===== src/rtl/hit_ctrl_pkg.sv =====
// Shared definitions for the hit centroid controller: FSM states,
// default window geometry, datapath widths and detection threshold.
package hit_ctrl_pkg;

  localparam int unsigned DEF_H_ACTIVE = 640;
  localparam int unsigned DEF_V_ACTIVE = 480;
  localparam int unsigned DEF_X_W      = 10;
  localparam int unsigned DEF_Y_W      = 9;
  localparam int unsigned DEF_CNT_W    = 19;
  localparam int unsigned DEF_SUM_W    = 29;
  localparam int unsigned DEF_MIN_HITS = 64;

  typedef enum logic [2:0] {
    ACCUM,
    LATCH,
    DIV_X,
    DIV_Y,
    PRESENT
  } ctrl_state_t;

  function automatic int unsigned max_u(input int unsigned a, input int unsigned b);
    return (a > b) ? a : b;
  endfunction

endpackage


===== src/rtl/seq_udiv.sv =====
// Restoring unsigned divider, one quotient bit per cycle MSB first.
// The first bit is resolved on the start cycle, so done pulses exactly DVD_W cycles after start.
module seq_udiv #(
  parameter int unsigned DVD_W = 29,
  parameter int unsigned DVS_W = 19,
  parameter int unsigned Q_W   = 10
) (
  input  logic             clk,
  input  logic             rst_n,
  input  logic             start,
  input  logic [DVD_W-1:0] dividend,
  input  logic [DVS_W-1:0] divisor,
  output logic             done,
  output logic [Q_W-1:0]   quotient
);

  localparam int unsigned IW = $clog2(DVD_W + 1);

  logic [DVD_W-1:0] dvd, dvd_src, dvd_next;
  logic [DVS_W-1:0] rem, rem_src, rem_next, dvs, dvs_src;
  logic [DVS_W:0]   trial;
  logic             ge;
  logic [IW-1:0]    iter;
  logic             active;

  always_comb begin
    dvd_src  = start ? dividend : dvd;
    rem_src  = start ? '0 : rem;
    dvs_src  = start ? divisor : dvs;
    trial    = {rem_src, dvd_src[DVD_W-1]};
    ge       = trial >= {1'b0, dvs_src};
    rem_next = ge ? DVS_W'(trial - {1'b0, dvs_src}) : trial[DVS_W-1:0];
    dvd_next = {dvd_src[DVD_W-2:0], ge};
  end

  always_ff @(posedge clk or negedge rst_n) begin
    if (!rst_n) begin
      dvd    <= '0;
      rem    <= '0;
      dvs    <= '0;
      iter   <= '0;
      active <= 1'b0;
      done   <= 1'b0;
    end else begin
      done <= 1'b0;
      if (start) begin
        dvd    <= dvd_next;
        rem    <= rem_next;
        dvs    <= divisor;
        iter   <= IW'(DVD_W - 1);
        active <= 1'b1;
      end else if (active) begin
        dvd  <= dvd_next;
        rem  <= rem_next;
        iter <= iter - IW'(1);
        if (iter == IW'(1)) begin
          active <= 1'b0;
          done   <= 1'b1;
        end
      end
    end
  end

  assign quotient = dvd[Q_W-1:0];

endmodule


===== src/rtl/hit_centroid_ctrl.sv =====
// Per-frame hit accumulator and centroid scheduler for the colour-detection path;
// one shared divider computes X then Y after each vertical sync.
module hit_centroid_ctrl
  import hit_ctrl_pkg::*;
#(
  parameter int unsigned H_ACTIVE = DEF_H_ACTIVE,
  parameter int unsigned V_ACTIVE = DEF_V_ACTIVE,
  parameter int unsigned X_W      = DEF_X_W,
  parameter int unsigned Y_W      = DEF_Y_W,
  parameter int unsigned CNT_W    = DEF_CNT_W,
  parameter int unsigned SUM_W    = DEF_SUM_W,
  parameter int unsigned MIN_HITS = DEF_MIN_HITS
) (
  input  logic             iCLK,
  input  logic             iRST_N,
  input  logic             iDE,
  input  logic             iVS,
  input  logic             iHIT,
  input  logic             iREADY,
  output logic             oVALID,
  output logic             oFOUND,
  output logic [X_W-1:0]   oX,
  output logic [Y_W-1:0]   oY,
  output logic [CNT_W-1:0] oCOUNT,
  output logic             oBUSY,
  output logic             oERR
);

  localparam int unsigned      Q_W     = max_u(X_W, Y_W);
  localparam logic [X_W:0]     X_END   = (X_W+1)'(H_ACTIVE);
  localparam logic [Y_W:0]     Y_END   = (Y_W+1)'(V_ACTIVE);
  localparam logic [CNT_W-1:0] MIN_CNT = CNT_W'(MIN_HITS);

  ctrl_state_t      state;
  logic             vs_q, de_q, vs_fall, de_fall, hit_ok;
  logic [X_W:0]     x_pos;
  logic [Y_W:0]     y_pos;
  logic [CNT_W-1:0] cnt, snap_cnt;
  logic [SUM_W-1:0] sum_x, sum_y, snap_sum_y;
  logic [X_W-1:0]   q_x;
  logic             div_start, div_done;
  logic [SUM_W-1:0] div_dividend;
  logic [CNT_W-1:0] div_divisor;
  logic [Q_W-1:0]   div_quot;

  assign vs_fall = vs_q & ~iVS;
  assign de_fall = de_q & ~iDE;
  assign hit_ok  = iDE & iHIT & (x_pos < X_END) & (y_pos < Y_END);

  // X division reads the live sums during LATCH, Y division the snapshot.
  assign div_start    = ((state == LATCH) && (cnt >= MIN_CNT)) || ((state == DIV_X) && div_done);
  assign div_dividend = (state == LATCH) ? sum_x : snap_sum_y;
  assign div_divisor  = (state == LATCH) ? cnt : snap_cnt;

  seq_udiv #(
    .DVD_W(SUM_W),
    .DVS_W(CNT_W),
    .Q_W  (Q_W)
  ) u_div (
    .clk     (iCLK),
    .rst_n   (iRST_N),
    .start   (div_start),
    .dividend(div_dividend),
    .divisor (div_divisor),
    .done    (div_done),
    .quotient(div_quot)
  );

  always_ff @(posedge iCLK or negedge iRST_N) begin
    if (!iRST_N) begin
      state      <= ACCUM;
      vs_q       <= 1'b0;
      de_q       <= 1'b0;
      x_pos      <= '0;
      y_pos      <= '0;
      cnt        <= '0;
      sum_x      <= '0;
      sum_y      <= '0;
      snap_cnt   <= '0;
      snap_sum_y <= '0;
      q_x        <= '0;
      oVALID     <= 1'b0;
      oFOUND     <= 1'b0;
      oX         <= '0;
      oY         <= '0;
      oCOUNT     <= '0;
      oBUSY      <= 1'b0;
      oERR       <= 1'b0;
    end else begin
      vs_q <= iVS;
      de_q <= iDE;

      if (!iVS) begin
        x_pos <= '0;
        y_pos <= '0;
      end else if (de_fall) begin
        x_pos <= '0;
        if (y_pos != '1) y_pos <= y_pos + (Y_W+1)'(1);
      end else if (iDE && (x_pos != '1)) begin
        x_pos <= x_pos + (X_W+1)'(1);
      end

      if (hit_ok) begin
        cnt   <= cnt + CNT_W'(1);
        sum_x <= sum_x + SUM_W'(x_pos);
        sum_y <= sum_y + SUM_W'(y_pos);
      end

      // A fresh load below overrides this clear (latest result wins).
      if (oVALID && iREADY) oVALID <= 1'b0;

      unique case (state)
        ACCUM, PRESENT: begin
          if (vs_fall) begin
            state <= LATCH;
            oBUSY <= 1'b1;
          end else begin
            state <= ACCUM;
          end
        end
        LATCH: begin
          snap_cnt   <= cnt;
          snap_sum_y <= sum_y;
          cnt        <= '0;
          sum_x      <= '0;
          sum_y      <= '0;
          if (cnt < MIN_CNT) begin
            oVALID <= 1'b1;
            oFOUND <= 1'b0;
            oX     <= '0;
            oY     <= '0;
            oCOUNT <= cnt;
            oBUSY  <= 1'b0;
            state  <= PRESENT;
          end else begin
            state <= DIV_X;
          end
        end
        DIV_X: begin
          if (div_done) begin
            q_x   <= div_quot[X_W-1:0];
            state <= DIV_Y;
          end
        end
        DIV_Y: begin
          if (div_done) begin
            oVALID <= 1'b1;
            oFOUND <= 1'b1;
            oX     <= q_x;
            oY     <= div_quot[Y_W-1:0];
            oCOUNT <= snap_cnt;
            oBUSY  <= 1'b0;
            state  <= PRESENT;
          end
        end
        default: state <= ACCUM;
      endcase

      if (oBUSY && vs_fall) begin
        cnt   <= '0;
        sum_x <= '0;
        sum_y <= '0;
        oERR  <= 1'b1;
      end
    end
  end

endmodule


===== config.mk =====
export PLATFORM = sky130hd
export DESIGN_NAME = hit_centroid_ctrl
export DESIGN_NICKNAME = d
export VERILOG_FILES = /design/src/rtl/hit_ctrl_pkg.sv /design/src/rtl/seq_udiv.sv /design/src/rtl/hit_centroid_ctrl.sv
export SDC_FILE = /design/constraint.sdc
export NUM_CORES = 1
export LEC_CHECK = 0
export ABC_AREA = 1
export CAP_MARGIN = 15
export CORE_MARGIN = 2
export CORE_UTILIZATION = 30
export CTS_BUF_LIST = sky130_fd_sc_hd__clkbuf_8
export DETAILED_ROUTE_END_ITERATION = 8
export PLACE_DENSITY = 0.47
export SLEW_MARGIN = 15
export SYNTH_ARGS = -nofsm -noshare
export SYNTH_HDL_FRONTEND = slang
export SYNTH_SLANG_ARGS = --single-unit

===== constraint.sdc =====
create_clock -name iCLK -period 3.55 [get_ports iCLK]
set_clock_uncertainty 0.1 [all_clocks]
set_input_delay 0.71 -clock iCLK [delete_from_list [all_inputs] [get_ports iCLK]]
set_output_delay 0.71 -clock iCLK [all_outputs]
set_load 0.03 [all_outputs]

# ---- After elaboration in Yosys (flattened, before gate mapping)
# Index checks and enable logic that the tools add are counted.
dict set report op_classes {
  addsub 7
  magnitude_cmp 5
  n_eq_ne 14
  muxes 57
  bitwise 7
  reduce_logical 17
}
# op n
set op_table {}
lappend op_table {{29-bit two-way mux} 10}
lappend op_table {{19-bit two-way mux} 11}
lappend op_table {{10-bit two-way mux} 5}
lappend op_table {{19-bit one-hot mux with 2 select lines} 1}
lappend op_table {{11-bit two-way mux} 3}
lappend op_table {{29-bit by 10-bit adder with 29-bit output} 1}
lappend op_table {{29-bit by 11-bit adder with 29-bit output} 1}
lappend op_table {{20-bit by 19-bit greater-or-equal comparator with 1-bit output} 1}
lappend op_table {{10-bit one-hot mux with 2 select lines} 1}
lappend op_table {{19-bit by 1-bit adder with 19-bit output (second input constant)} 1}
lappend op_table {{19-bit by 7-bit greater-or-equal comparator with 1-bit output (second input constant)} 1}
lappend op_table {{19-bit by 7-bit less-than comparator with 1-bit output (second input constant)} 1}
lappend op_table {{19-bit subtractor} 1}
lappend op_table {{9-bit two-way mux} 2}
lappend op_table {{9-bit one-hot mux with 2 select lines} 1}
lappend op_table {{1-bit two-way mux} 14}
lappend op_table {{3-bit one-hot mux with 4 select lines} 1}
lappend op_table {{11-bit by 1-bit adder with 11-bit output (second input constant)} 1}
lappend op_table {{11-bit by 10-bit less-than comparator with 1-bit output (second input constant)} 1}
lappend op_table {{11-bit != test (second input constant)} 1}
lappend op_table {{10-bit by 1-bit adder with 10-bit output (second input constant)} 1}
lappend op_table {{10-bit by 9-bit less-than comparator with 1-bit output (second input constant)} 1}
lappend op_table {{5-bit two-way mux} 2}
lappend op_table {{10-bit != test (second input constant)} 1}
lappend op_table {{22 further kinds} 43}
dict set report totals {
  ff_bits 277
  in_bits 6
  output_inout_bits 42
  wordCells 131
}

# ---- Logic depth before layout (Yosys ltp)
# Gate-level depths: netlist of the first run.
dict set report depth {
  depth_word 8
  ltp_mapped 28
  mapped_depth_nobuf 26
}

# ---- Cells and area by module
# A second synthesis of the first run with hierarchy kept.
dict set report hier_totals {
  hier_cells 2167
  hier_area_um2 15894.0
}
# module n_inst cells_per_inst area_each_um2 seq_area_each_um2
set modules_own_cells {}
lappend modules_own_cells {hit_centroid_ctrl 1 1507 11098.1 5079.9}
lappend modules_own_cells {seq_udiv 1 660 4795.8 1851.8}

# ---- Least setup slack after synthesis of the first run
# Ideal clock, no wire load.
dict set report synth_timing {
  path_type {flip-flop to flip-flop}
  start {reg cnt[9]}
  end {reg u_div.rem[14]}
  setup_ns 0.116
  arrival_ns 3.014
  required_time_ns 3.334
  slack_ns 0.319
  stages_incl_launch_ff 29
  path_buffers 4
  synth_period_minus_slack_ns 3.231
  cell_sequence {dfrtp_1 inv_2 nand2_1 nor3_1 nand3_1 nand2_2 nand2_4 buf_4 buf_2 nand2_1 nand2_1 ha_1 fa_1 inv_1 nand3_1 nand2_1 nand2_1 nand2_2 nand2_2 nand3_2 nand2_1 nand2_1 nand2_2 buf_6 buf_8 nand3_1 nand2_1 nand2_1 nand2_1}
}
dict set report synth_between {
  elab_chain_len 8
  word_cells_on_any_way 13
  cone_classes {add/sub: 1; order compare: 2; mux: 7; reduce/logical: 3}
}
# item line_no
set synth_rtl {}
lappend synth_rtl {{from (decl)} hit_centroid_ctrl.sv:38} ;# logic [CNT_W-1:0] cnt, snap_cnt;
lappend synth_rtl {{from (signal assigned)} hit_centroid_ctrl.sv:104} ;# cnt <= cnt + CNT_W'(1);
lappend synth_rtl {{19-bit by 7-bit greater-or-equal comparator with 1-bit output (*)} hit_centroid_ctrl.sv:51} ;# assign div_start = ((state == LATCH) && (cnt >= MIN_CNT)) || ((state == DIV_X) && div_done);
lappend synth_rtl {{1-bit logical AND (*)} hit_centroid_ctrl.sv:51}
lappend synth_rtl {{1-bit logical OR (*)} hit_centroid_ctrl.sv:51}
lappend synth_rtl {{19-bit two-way mux (*)} seq_udiv.sv:29} ;# dvs_src = start ? divisor : dvs;
lappend synth_rtl {{named net u_div.dvs_src[0]} seq_udiv.sv:20} ;# logic [DVS_W-1:0] rem, rem_src, rem_next, dvs, dvs_src;
lappend synth_rtl {{19-bit subtractor or 20-bit by 19-bit greater-or-equal comparator with 1-bit output (tied branches)} {seq_udiv.sv:32, seq_udiv.sv:31}}
lappend synth_rtl {{19-bit two-way mux (*)} seq_udiv.sv:32} ;# rem_next = ge ? DVS_W'(trial - {1'b0, dvs_src}) : trial[DVS_W-1:0];
lappend synth_rtl {{19-bit two-way mux} seq_udiv.sv:52} ;# end else if (active) begin
lappend synth_rtl {{19-bit two-way mux (*)} seq_udiv.sv:46} ;# if (start) begin
lappend synth_rtl {{to (signal assigned)} seq_udiv.sv:48} ;# rem <= rem_next;
lappend synth_rtl {{to (signal assigned)} seq_udiv.sv:54} ;# rem <= rem_next;
lappend synth_rtl {{to (decl)} seq_udiv.sv:20}
# Mark *: on every way through the listed nets, which the timed path passes. The rest lies on a longest branch. The select of a mux whose other input is x is not followed.
# A chain may end at the register's enable or synchronous reset.

# ---- Worst setup path after layout of the first run
dict set report layout_timing {
  start {reg cnt[13]}
  end {reg u_div.rem[17]}
}
dict set report layout_between {
  elab_chain_len 8
  word_cells_on_any_way 13
  cone_classes {add/sub: 1; order compare: 2; mux: 7; reduce/logical: 3}
}
# item line_no
set layout_rtl {}
lappend layout_rtl {{19-bit by 7-bit greater-or-equal comparator with 1-bit output} hit_centroid_ctrl.sv:51}
lappend layout_rtl {{1-bit logical AND} hit_centroid_ctrl.sv:51}
lappend layout_rtl {{1-bit logical OR} hit_centroid_ctrl.sv:51}
lappend layout_rtl {{29-bit two-way mux (tied with other cells)} seq_udiv.sv:27} ;# dvd_src = start ? dividend : dvd;
lappend layout_rtl {{19-bit subtractor or 20-bit by 19-bit greater-or-equal comparator with 1-bit output (tied branches)} {seq_udiv.sv:32, seq_udiv.sv:31}}
lappend layout_rtl {{19-bit two-way mux} seq_udiv.sv:32}
lappend layout_rtl {{19-bit two-way mux} seq_udiv.sv:52}
lappend layout_rtl {{19-bit two-way mux} seq_udiv.sv:46}
# Several ways; a longest one is shown, not always the timed one. The select of a mux whose other input is x is not followed.

==> flow_metrics.env, run 1 <==
export IMPL_placed_area_sq_um=16100
export IMPL_rsz0062_at_grt="yes"
export IMPL_p_total_w=0.00730
export IMPL_gr_total_overflow=0
export IMPL_drcViolationCount=0
export IMPL_syn_area_sq_um=14700
export IMPL_max_slew_margin_rel_pct=52.0
export IMPL_rows=81
export IMPL_dr_pass1_iters=6
export IMPL_synth_main_ff_cell="dfrtp_1"
export IMPL_initial_core_util_pct=30.2
export IMPL_post_route_cells_drive_above_1_share_pct=12.7
export IMPL_ys_ff_latch=277
export IMPL_wl_per_cell_um=16.1
export IMPL_powerDensity_nw_per_um2=413
export IMPL_worst_ep_arrival_time_ns=3.80
export IMPL_cts_tree="built"
export IMPL_cts_root_buf="clkbuf_8"
export IMPL_routed_wl_um=42800
export IMPL_seq_power_share_pct=45.3
export IMPL_cts_max_path_buffers=3
export IMPL_switching_share_pct=26.1
export IMPL_p_leak_nw=8.63
export IMPL_fin_area_sq_um=17700
export IMPL_fmax_mhz=297
export IMPL_path_max_fanout=8
export IMPL_status="completed"
export IMPL_yosysWarnings=0
export IMPL_ant_nets=0
export IMPL_synthTopCellsByArea="dfrtp_1 47%, nand2_1 12%, inv_1 6.2%, o21ai_0 5.7%, ha_1 3.9%"
export IMPL_final_max_slew_viol_count=0
export IMPL_track_usage_pct=17.1
export IMPL_drv_cap=0
export IMPL_path_class="reg -> reg"
export IMPL_path_clk_slew_ns=0.06
export IMPL_synth_fp_nets=1942
export IMPL_via_per_inst=4.80
export IMPL_grt_pass1_wl_um=69300
export IMPL_cp_end_kind="register"
export IMPL_hold_class="reg -> reg"
export IMPL_min_period_ns=3.37
export IMPL_synth_seq_area_share_pct=47.2
export IMPL_peakVddDrop_uv=217
export IMPL_fp_dieW_um=225
export IMPL_coreArea_sq_um=48600
export IMPL_start_kind="register"
export IMPL_cts_buffers_inserted=52
export IMPL_gp_congestion=0.857
export IMPL_worstPathRequired_ns=3.98
export IMPL_netlist_instances=1887
export IMPL_combPwrFrac_pct=7.9
export IMPL_synth_top_area_cell="dfrtp_1"
export IMPL_switching_power_w=0.00191
export IMPL_yosysUniqueCellTypes=45
export IMPL_antenna_found_initial=0
export IMPL_tightestPinTransition_ns=0.721
export IMPL_fp_dieArea_sq_um=50800
export IMPL_syn_area_per_cell_sq_um=7.79
export IMPL_fillers=5109
export IMPL_intPower_w=0.00539
export IMPL_area_growth_pct=20.1
export IMPL_setup_violations=0
export IMPL_grt_pass1_vias=12700
export IMPL_clkPwrFrac_pct=46.8
export IMPL_die_h_um=225
export IMPL_dpl_hpwl_um=30100
export IMPL_whs_ns=0.363
export IMPL_grt_start_max_net_pins=85
export IMPL_yosysTopAreaCellShare_pct=47.2
export IMPL_clk_latency_ns=0.65
export IMPL_via_count=12800
export IMPL_yosysMostFrequentCell="nand2_1"
export IMPL_h_tree_depth=2
export IMPL_ios=48
export IMPL_synthArstFlopShare_pct=100
export IMPL_synth_edff_count=0
export IMPL_ys_top_cells_by_count="469 x nand2_1, 277 x dfrtp_1, 244 x inv_1"
export IMPL_fin_crit_sh_pct=95.0
export IMPL_port_buffers=47
export IMPL_drtIter0Drc=815
export IMPL_fin_nets=2049
export IMPL_finalHoldViolCount=0
export IMPL_clock_sinks=277
-- placed cells by master (no fill, tap or decap), types with 46 or more instances in the layout --
master           count
nand2_1            460
dfrtp_1            277
inv_1              248
o21ai_0            165
nor2_1             140
nand3_1            100
a21oi_1             99
clkbuf_8            73
buf_4               56
clkdlybuf4s50_1     46
-- routing by layer --
layer  share of wire (%)  vias up  track usage, %
li1                    -     6398               -
met1                  50     6082            24.6
met2                  45      217            26.5
met3                 3.4       69            2.26
met4                 2.3        0            5.83
met5                   0        -               0
-- power by group through the flow --
stage | Combinational, W | Clock (W) | Sequential [W]
3_5_place_dp | 0.000588 | 0 | 0.00336
4_1_cts | 0.000591 | 0.00355 | 0.00331
6_report | 0.000579 | 0.00341 | 0.00331
2_1_floorplan | 0.000221 | 0 | 0.00343
5_1_grt | 0.000645 | 0.00367 | 0.00332
3_3_place_gp | 0.000588 | 0 | 0.00336
-- logic make-up (layout without fill, tap and decap cells) --
logic type               after synthesis  after routing  share of synthesized area, %
AND/OR/NAND/NOR                      831            833                          23.9
AO/OA/AOI/OAI                        386            386                          14.4
buffers and inverters                324            469                          8.99
flip-flops                           277            277                          47.2
adder cells (fa/ha/maj)               49             49                          4.32
XOR/XNOR                              20             20                          1.19
other                                  0              1                             0
-- stage by stage --
| stage | util (%) | worst slack [ns] | std cells | TNS (ns) |
|---|---|---|---|---|
| floorplan | - | 0.319 | 1887 | 0 |
| global route | 36.3 | -0.0303 | 2656 | -0.190 |
| finish | 36.3 | 0.178 | 2657 | 0 |
| detailed placement | 33.1 | -0.0169 | 2541 | -0.0515 |
| CTS | 35.5 | 0.00326 | 2636 | 0 |
| global placement | 33.1 | 0.0344 | 2541 | 0 |
-- area by class of cell --
class                           instances  area, sq um  share of cell area [%]
Clock buffer                           73         1000                    5.69
Sequential cell                       277         6930                    39.3
Antenna cell                            1         2.50                  0.0142
Multi-Input combinational cell       1288         6650                    37.7
Tap cell                              622          778                    4.41
Inverter                              257          970                    5.49
Timing Repair Buffer                  118         1160                    6.60
Clock inverter                         21          155                   0.879
-- flip-flops by register name, summed over array words and instances (netlist names), 11 cells and up --
signal,flops
snap_sum_y,29
sum_x,29
sum_y,29
u_div.dvd,29
cnt,19
oCOUNT,19
snap_cnt,19
u_div.dvs,19
u_div.rem,19
x_pos,11
-- worst max-delay path, cell delays in order, from the launching register on --
cell,delay (ns)
dfrtp_1,0.40
inv_2,0.08
nand4_1,0.11
nor2_2,0.15
nand3_2,0.14
nand2_4,0.20
nand2_8,0.10
inv_6,0.12
clkbuf_16,0.17
o21ai_1,0.09
ha_1,0.37
a21oi_1,0.21
a21boi_0,0.45
nor2_1,0.10
nor2_1,0.14
nand3_1,0.09
nand2_1,0.08
nand2_1,0.05
nand3_1,0.06
nand2_1,0.05
-- what timing repair did --
item	in CTS	in global routing
hold buffers	1	0
hold endpoints to repair	50	0
buffers inserted	0	16
resized for setup	0	63
setup endpoints to repair	0	20
-- path summary, 6_finish.rpt --
kind | from | end | slack (ns) | cells past startpoint
setup / recovery | cnt[13]$_DFFE_PN0P_ | u_div.rem[17]$_DFFE_PN0P_ | 0.18 | 19
hold reg to reg | oERR$_DFFE_PN0P_ | oERR$_DFFE_PN0P_ | 0.36 | 2
max in group asynchronous | iRST_N | sum_y[25]$_DFFE_PN0P_ | 1.88 | 3
setup reg to reg | cnt[13]$_DFFE_PN0P_ | u_div.rem[17]$_DFFE_PN0P_ | 0.18 | 19
min in group asynchronous | iRST_N | oFOUND$_DFFE_PN0P_ | 0.59 | 2
hold / removal | oERR$_DFFE_PN0P_ | oERR$_DFFE_PN0P_ | 0.36 | 2
Power figures use the tool's default switching activity.
==> run 2: changes to the inputs <==
Settings changed: CTS_BUF_LIST sky130_fd_sc_hd__clkbuf_8 to sky130_fd_sc_hd__clkbuf_4 sky130_fd_sc_hd__clkbuf_8, RECOVER_POWER set to 100, SKIP_CTS_REPAIR_TIMING set to 1.
==> run 2 against run 1 <==
  * The run now ends with capacitance limit, slew limit left
  * Sequential cell count is the same
  * Critical endpoint is now u_div.rem[6]$_DFFE_PN0P_
  * Critical path depth rose by 5
  * Final cell count about the same
  * Fmax grew 0.97%
  * Combinational power is 2% lower
  * Sequential share of layout area is 0.21 points higher
  * Clock power increased by 4%
  * Largest cell class unchanged
  * Worst setup slack improved by 0.032 ns
  * Highest routed layer unchanged
  * First-iteration DRC count fell by 6.6%
==> flow_metrics.env, run 2 (same netlist as run 1, synthesis figures left out) <==
export IMPL_layout_common_cells="461 x nand2_1, 277 x dfrtp_1, 239 x inv_1"
export IMPL_regToRegSetupSlack_ns=0.21
export IMPL_crit_slowest_cell="dfrtp_1"
export IMPL_p_total_w=0.00741
export IMPL_hold_path_cell_count=2
export IMPL_hold_class="reg -> reg"
export IMPL_worstPathRequired_ns=3.98
export IMPL_worst_ep_arrival_time_ns=3.76
export IMPL_combPwrFrac_pct=7.7
export IMPL_fin_nets=2047
export IMPL_fin_area_sq_um=17600
export IMPL_seq_power_share_pct=44.6
export IMPL_cts_tree="built"
export IMPL_peakVddDrop_uv=213
export IMPL_switching_power_w=0.00190
export IMPL_clk_latency_ns=0.64
export IMPL_cp_end_kind="register"
export IMPL_die_h_um=225
export IMPL_routed_wl_um=42700
export IMPL_p_leak_nw=8.56
export IMPL_cts_max_path_buffers=3
export IMPL_gr_total_overflow=0
export IMPL_area_growth_pct=19.5
export IMPL_max_stage_delay_ns=0.40
export IMPL_switching_share_pct=25.7
export IMPL_fmax_mhz=299
export IMPL_clkPwrFrac_pct=47.7
export IMPL_setup_violations=0
export IMPL_ios=48
export IMPL_drcViolationCount=0
export IMPL_track_usage_pct=17.1
export IMPL_final_common_cell="nand2_1"
export IMPL_final_max_slew_viol_count=123
export IMPL_dpl_hpwl_um=30100
export IMPL_start_kind="register"
export IMPL_antenna_found_initial=0
export IMPL_max_slew_margin_rel_pct=-56.7
export IMPL_status="complete, but fails checks"
export IMPL_via_count=12700
export IMPL_path_depth=24
export IMPL_cts_root_buf="clkbuf_8"
export IMPL_cts_buffers_inserted=52
export IMPL_gp_congestion=0.857
export IMPL_worstPathCellList="inv_2 > nand4_1 > nor2_2 > nand3_2 > nand2_4 > nand2_4 > or2_2 > o21ai_1 > ha_1 > nand2_1 > inv_1 > nand2_1 > nand2_1 > a21oi_2 > nand3_2 > nand2_1 > nand2_1 > nand2_2 > nand2_4 > clkbuf_16 > nand2_1 > nand2_1 > nand2_1 > nand2_1"
export IMPL_path_buf_inv=3
export IMPL_coreArea_sq_um=48600
export IMPL_grt_pass1_wl_um=69300
export IMPL_clock_sinks=277
export IMPL_finalHoldViolCount=0
export IMPL_dr_pass1_iters=5
export IMPL_wl_per_cell_um=16.1
export IMPL_crit_family="simple AND/OR/NAND/NOR gates"
export IMPL_powerDensity_nw_per_um2=422
export IMPL_fin_crit_sh_pct=94.1
export IMPL_post_route_cells_drive_above_1_share_pct=12.5
export IMPL_initial_core_util_pct=30.2
export IMPL_drv_cap=2
export IMPL_ant_nets=0
export IMPL_intPower_w=0.00551
export IMPL_fp_dieArea_sq_um=50800
export IMPL_violations="capacitance limit, slew limit"
export IMPL_multi_input_area_sq_um=6610
export IMPL_seq_area_sq_um=6930
export IMPL_path_max_fanout=10
export IMPL_tightestPinTransition_ns=2.35
export IMPL_min_period_ns=3.34
export IMPL_worst_r2r_cell_count=24
export IMPL_crit_top_cell="nand2_1"
export IMPL_fp_dieW_um=225
export IMPL_grt_pass1_vias=12700
export IMPL_placed_area_sq_um=16100
export IMPL_rows=81
export IMPL_port_buffers=47
export IMPL_path_clk_slew_ns=0.06
export IMPL_grt_start_max_net_pins=85
export IMPL_via_per_inst=4.80
export IMPL_path_class="reg -> reg"
export IMPL_h_tree_depth=2
export IMPL_drtIter0Drc=761
export IMPL_fillers=5123
[run 2: cell types whose count changed in the layout (fill, tap and decap cells not counted), moves of 3 or more]
| cell | previous run | this run |
|---|---|---|
| inv_1 | 248 | 239 |
| o21ai_2 | 13 | 10 |
| clkbuf_2 | 0 | 3 |
| inv_2 | 20 | 17 |
| clkbuf_1 | 0 | 7 |
| buf_4 | 56 | 46 |
| o21ai_0 | 165 | 169 |
| clkbuf_4 | 0 | 14 |
[run 2: cell type report]
type	count	area share [%]
Sequential cell	277	39.5
Multi-Input combinational cell	1288	37.7
Clock buffer	85	6.23
Timing Repair Buffer	116	6.06
Inverter	257	5.52
Tap cell	622	4.43
Clock inverter	9	0.627
Antenna cell	1	0.0142
[run 2: worst paths after layout]
kind                                          start                        to
worst max register to register  cnt[13]$_DFFE_PN0P_  u_div.rem[6]$_DFFE_PN0P_
worst min-delay path               oERR$_DFFE_PN0P_          oERR$_DFFE_PN0P_
worst max-delay path            cnt[13]$_DFFE_PN0P_  u_div.rem[6]$_DFFE_PN0P_
max in group asynchronous                    iRST_N     oCOUNT[4]$_DFFE_PN0P_
min in group asynchronous                    iRST_N        oFOUND$_DFFE_PN0P_
worst min register to register     oERR$_DFFE_PN0P_          oERR$_DFFE_PN0P_
[run 2: stage by stage]
step | setup TNS, ns | setup WS [ns] | std cells | util (%) | hold slack [ns]
2_1_floorplan | 0 | 0.319 | 1887 | - | 0.314
3_3_place_gp | 0 | 0.0344 | 2541 | 33.1 | 0.358
6_report | 0 | 0.211 | 2655 | 36.1 | 0.363
3_5_place_dp | -0.0515 | -0.0169 | 2541 | 33.1 | 0.359
4_1_cts | 0 | 0.00351 | 2635 | 35.6 | -0.0155
5_1_grt | -0.0233 | -0.0107 | 2654 | 36.1 | 0.398
[run 2: power groups by stage]
stage	logic, W	registers (W)	clock network [W]
2_1_floorplan	0.000221	0.00343	0
5_1_grt	0.000634	0.00332	0.00380
3_3_place_gp	0.000588	0.00336	0
6_report	0.000570	0.00331	0.00354
3_5_place_dp	0.000588	0.00336	0
4_1_cts	0.000590	0.00331	0.00368
[run 2: routing by layer]
metal	routed length (um)	vias to the layer above	GRT usage [%]
met2	19100	206	26.5
li1	-	6398	-
met1	21100	6079	24.6
met5	0	-	0
met4	943	0	5.79
met3	1580	66	2.26
[run 2: worst min-delay path: stages (launching register included)]
cell	delay (ns)
dfrtp_1	0.34
inv_1	0.04
nand2_1	0.05
==> run 3: changes to the inputs <==
--- a/config.mk
+++ b/config.mk
@@ -15,2 +15,3 @@
 export RECOVER_POWER = 100
+export SETUP_SLACK_MARGIN = 0.5
 export SKIP_CTS_REPAIR_TIMING = 1
==> constraint.sdc (replaced) <==
create_clock -name iCLK -period 3.55 [get_ports iCLK]
set_clock_uncertainty 0.1 [all_clocks]
set_input_delay 0.355 -clock iCLK [delete_from_list [all_inputs] [get_ports iCLK]]
set_output_delay 0.355 -clock iCLK [all_outputs]
set_load 0.03 [all_outputs]
==> run 3 against run 2 <==
  * The flow still finishes with violations (capacitance limit, slew limit)
  * Die area unchanged
  * Fmax up 0.31%
  * Sequential power about the same
  * Hold slack worse by 0.17 ns
  * Largest cell class unchanged
==> flow_metrics.env, run 3 (same netlist as run 1, synthesis figures left out) <==
export IMPL_busiest_layer="met2"
export IMPL_drv_cap=1
export IMPL_utilization_pct=36.4
export IMPL_multi_input_area_sq_um=6710
export IMPL_area_growth_pct=20.6
export IMPL_fp_dieW_um=225
export IMPL_r2r_start="state[2]$_DFFE_PN0P_"
export IMPL_gr_total_overflow=0
export IMPL_crit_top_cell="nand2_1"
export IMPL_via_per_inst=4.81
export IMPL_cts_max_path_buffers=3
export IMPL_seq_area_sq_um=6930
export IMPL_worstPathRequired_ns=3.97
export IMPL_cp_end_kind="register"
export IMPL_fillers=5126
export IMPL_min_from="iREADY"
export IMPL_min_to="oVALID$_DFF_PN0_"
export IMPL_drtIter0Drc=799
export IMPL_grt_util_met3_pct=3.13
export IMPL_fin_ws_ns=0.221
export IMPL_fin_tns_setup_ns=0
export IMPL_worst_r2r_cell_count=21
export IMPL_fmax_mhz=300
export IMPL_worst_ep_arrival_time_ns=3.75
export IMPL_grt_pass1_wl_um=68100
export IMPL_p_leak_nw=8.69
export IMPL_peakVddDrop_uv=217
export IMPL_h_tree_depth=2
export IMPL_dpl_hpwl_um=29700
export IMPL_finalHoldViolCount=0
export IMPL_min_period_ns=3.33
export IMPL_tightestPinTransition_ns=2.81
export IMPL_cts_root_buf="clkbuf_8"
export IMPL_hold_path_cell_count=2
export IMPL_reg2reg_to="u_div.rem[1]$_DFFE_PN0P_"
export IMPL_worstPathCellList="nor2_4 > nand2_4 > buf_12 > buf_4 > o21ai_0 > clkbuf_1 > o21ai_2 > ha_1 > nand2_2 > buf_4 > nor3_2 > nand2_2 > nand3_2 > nand2_1 > nand2_1 > nand2_2 > nand2_4 > clkbuf_16 > nand2_1 > nand3_1 > nand2_1"
export IMPL_regToRegSetupSlack_ns=0.22
export IMPL_cts_tree="built"
export IMPL_ant_nets=0
export IMPL_violations="capacitance limit, slew limit"
export IMPL_clk_latency_ns=0.64
export IMPL_path_clk_slew_ns=0.06
export IMPL_rows=81
export IMPL_initial_core_util_pct=30.2
export IMPL_start_kind="register"
export IMPL_fin_crit_sh_pct=93.8
export IMPL_track_usage_pct=17.0
export IMPL_p_total_w=0.00728
export IMPL_hold_class="in -> reg"
export IMPL_antenna_found_initial=2
export IMPL_via_count=12800
export IMPL_setup_violations=0
export IMPL_powerDensity_nw_per_um2=411
export IMPL_path_max_fanout=11
export IMPL_layout_common_cells="460 x nand2_1, 277 x dfrtp_1, 241 x inv_1"
export IMPL_final_max_slew_viol_count=101
export IMPL_rsz0062_at_grt="yes"
export IMPL_dr_pass1_iters=5
export IMPL_post_route_cells_drive_above_1_share_pct=12.9
export IMPL_die_h_um=225
export IMPL_max_slew_margin_rel_pct=-87.3
export IMPL_max_stage_delay_ns=0.41
export IMPL_status="complete, but fails checks"
export IMPL_routed_wl_um=43200
export IMPL_drcViolationCount=0
export IMPL_wl_per_cell_um=16.2
export IMPL_port_buffers=47
export IMPL_coreArea_sq_um=48600
export IMPL_final_common_cell="nand2_1"
export IMPL_ios=48
export IMPL_use_met2_pct=25.9
export IMPL_clock_sinks=277
export IMPL_crit_slowest_cell="dfrtp_1"
export IMPL_met1_usage_pct=24.3
export IMPL_fp_dieArea_sq_um=50800
export IMPL_grt_pass1_vias=12300
export IMPL_gp_congestion=0.863
export IMPL_crit_family="simple AND/OR/NAND/NOR gates"
export IMPL_path_class="reg -> reg"
export IMPL_path_depth=21
export IMPL_cts_buffers_inserted=51
export IMPL_path_buf_inv=5
export IMPL_pre_cts_ws_ns=0.0668
export IMPL_grt_start_max_net_pins=103
export IMPL_fin_nets=2059
-- run 3: cell types whose count changed in the layout (fill, tap and decap cells not counted), moves of 5 or more --
cell	previous run	this run
o311ai_0	0	9
ha_4	1	7
o311ai_1	9	0
clkdlybuf4s50_1	44	2
dlygate4sd3_1	2	45
clkbuf_8	73	67
buf_4	46	55
ha_1	44	39
-- run 3: worst max path at each step --
stage | start | end | slack (ns)
6_report | state[2]$_DFFE_PN0P_ | u_div.rem[1]$_DFFE_PN0P_ | 0.22
5_1_grt | state[2]$_DFFE_PN0P_ | u_div.rem[8]$_DFFE_PN0P_ | -0.004
4_1_cts | state[2]$_DFFE_PN0P_ | u_div.rem[17]$_DFFE_PN0P_ | 0.05
3_5_place_dp | state[2]$_DFFE_PN0P_ | u_div.rem[4]$_DFFE_PN0P_ | 0.07
3_3_place_gp | state[2]$_DFFE_PN0P_ | u_div.rem[10]$_DFFE_PN0P_ | 0.07
2_1_floorplan | cnt[14]$_DFFE_PN0P_ | u_div.rem[14]$_DFFE_PN0P_ | 0.46
-- run 3: layout make-up --
type | instances | share of cell area, %
inverter | 257 | 5.48
clock buffer | 83 | 5.88
clock inverter | 8 | 0.551
tap | 622 | 4.39
antenna | 1 | 0.0141
timing repair buffer | 129 | 6.70
multi-input combinational | 1288 | 37.9
sequential | 277 | 39.1
-- run 3: routing by layer --
metal,vias up,wire length [um]
met5,-,17
met4,2,1110
met1,6100,21100
li1,6419,-
met3,76,1730
met2,215,19200
-- run 3: power by group --
part | internal, W | switching, W | leakage (nW)
registers | 0.00324 | 0.0000600 | 3.81
clock network | 0.00200 | 0.00143 | 0.608
logic | 0.000160 | 0.000389 | 4.27
total | 0.00540 | 0.00188 | 8.69
-- run 3: worst reg2reg max path: stages (launching register included) --
cell and delay [ns]:
dfrtp_1 0.41, nor2_4 0.14, nand2_4 0.12, buf_12 0.17, buf_4 0.13, o21ai_0 0.13
clkbuf_1 0.29, o21ai_2 0.13, ha_1 0.34, nand2_2 0.09, buf_4 0.14, nor3_2 0.20
nand2_2 0.09, nand3_2 0.07, nand2_1 0.05, nand2_1 0.06, nand2_2 0.09, nand2_4 0.12
clkbuf_16 0.17, nand2_1 0.05, nand3_1 0.06, nand2_1 0.06
-- run 3: per-stage QoR --
step	hold WS, ns	cells	cell area (sq um)
final	0.194	2665	17700
after global routing	0.176	2665	17700
after CTS	-0.305	2639	17300
after detailed placement	0.361	2548	16100
after global placement	0.360	2548	16100
after floorplan	-0.0406	1887	14700
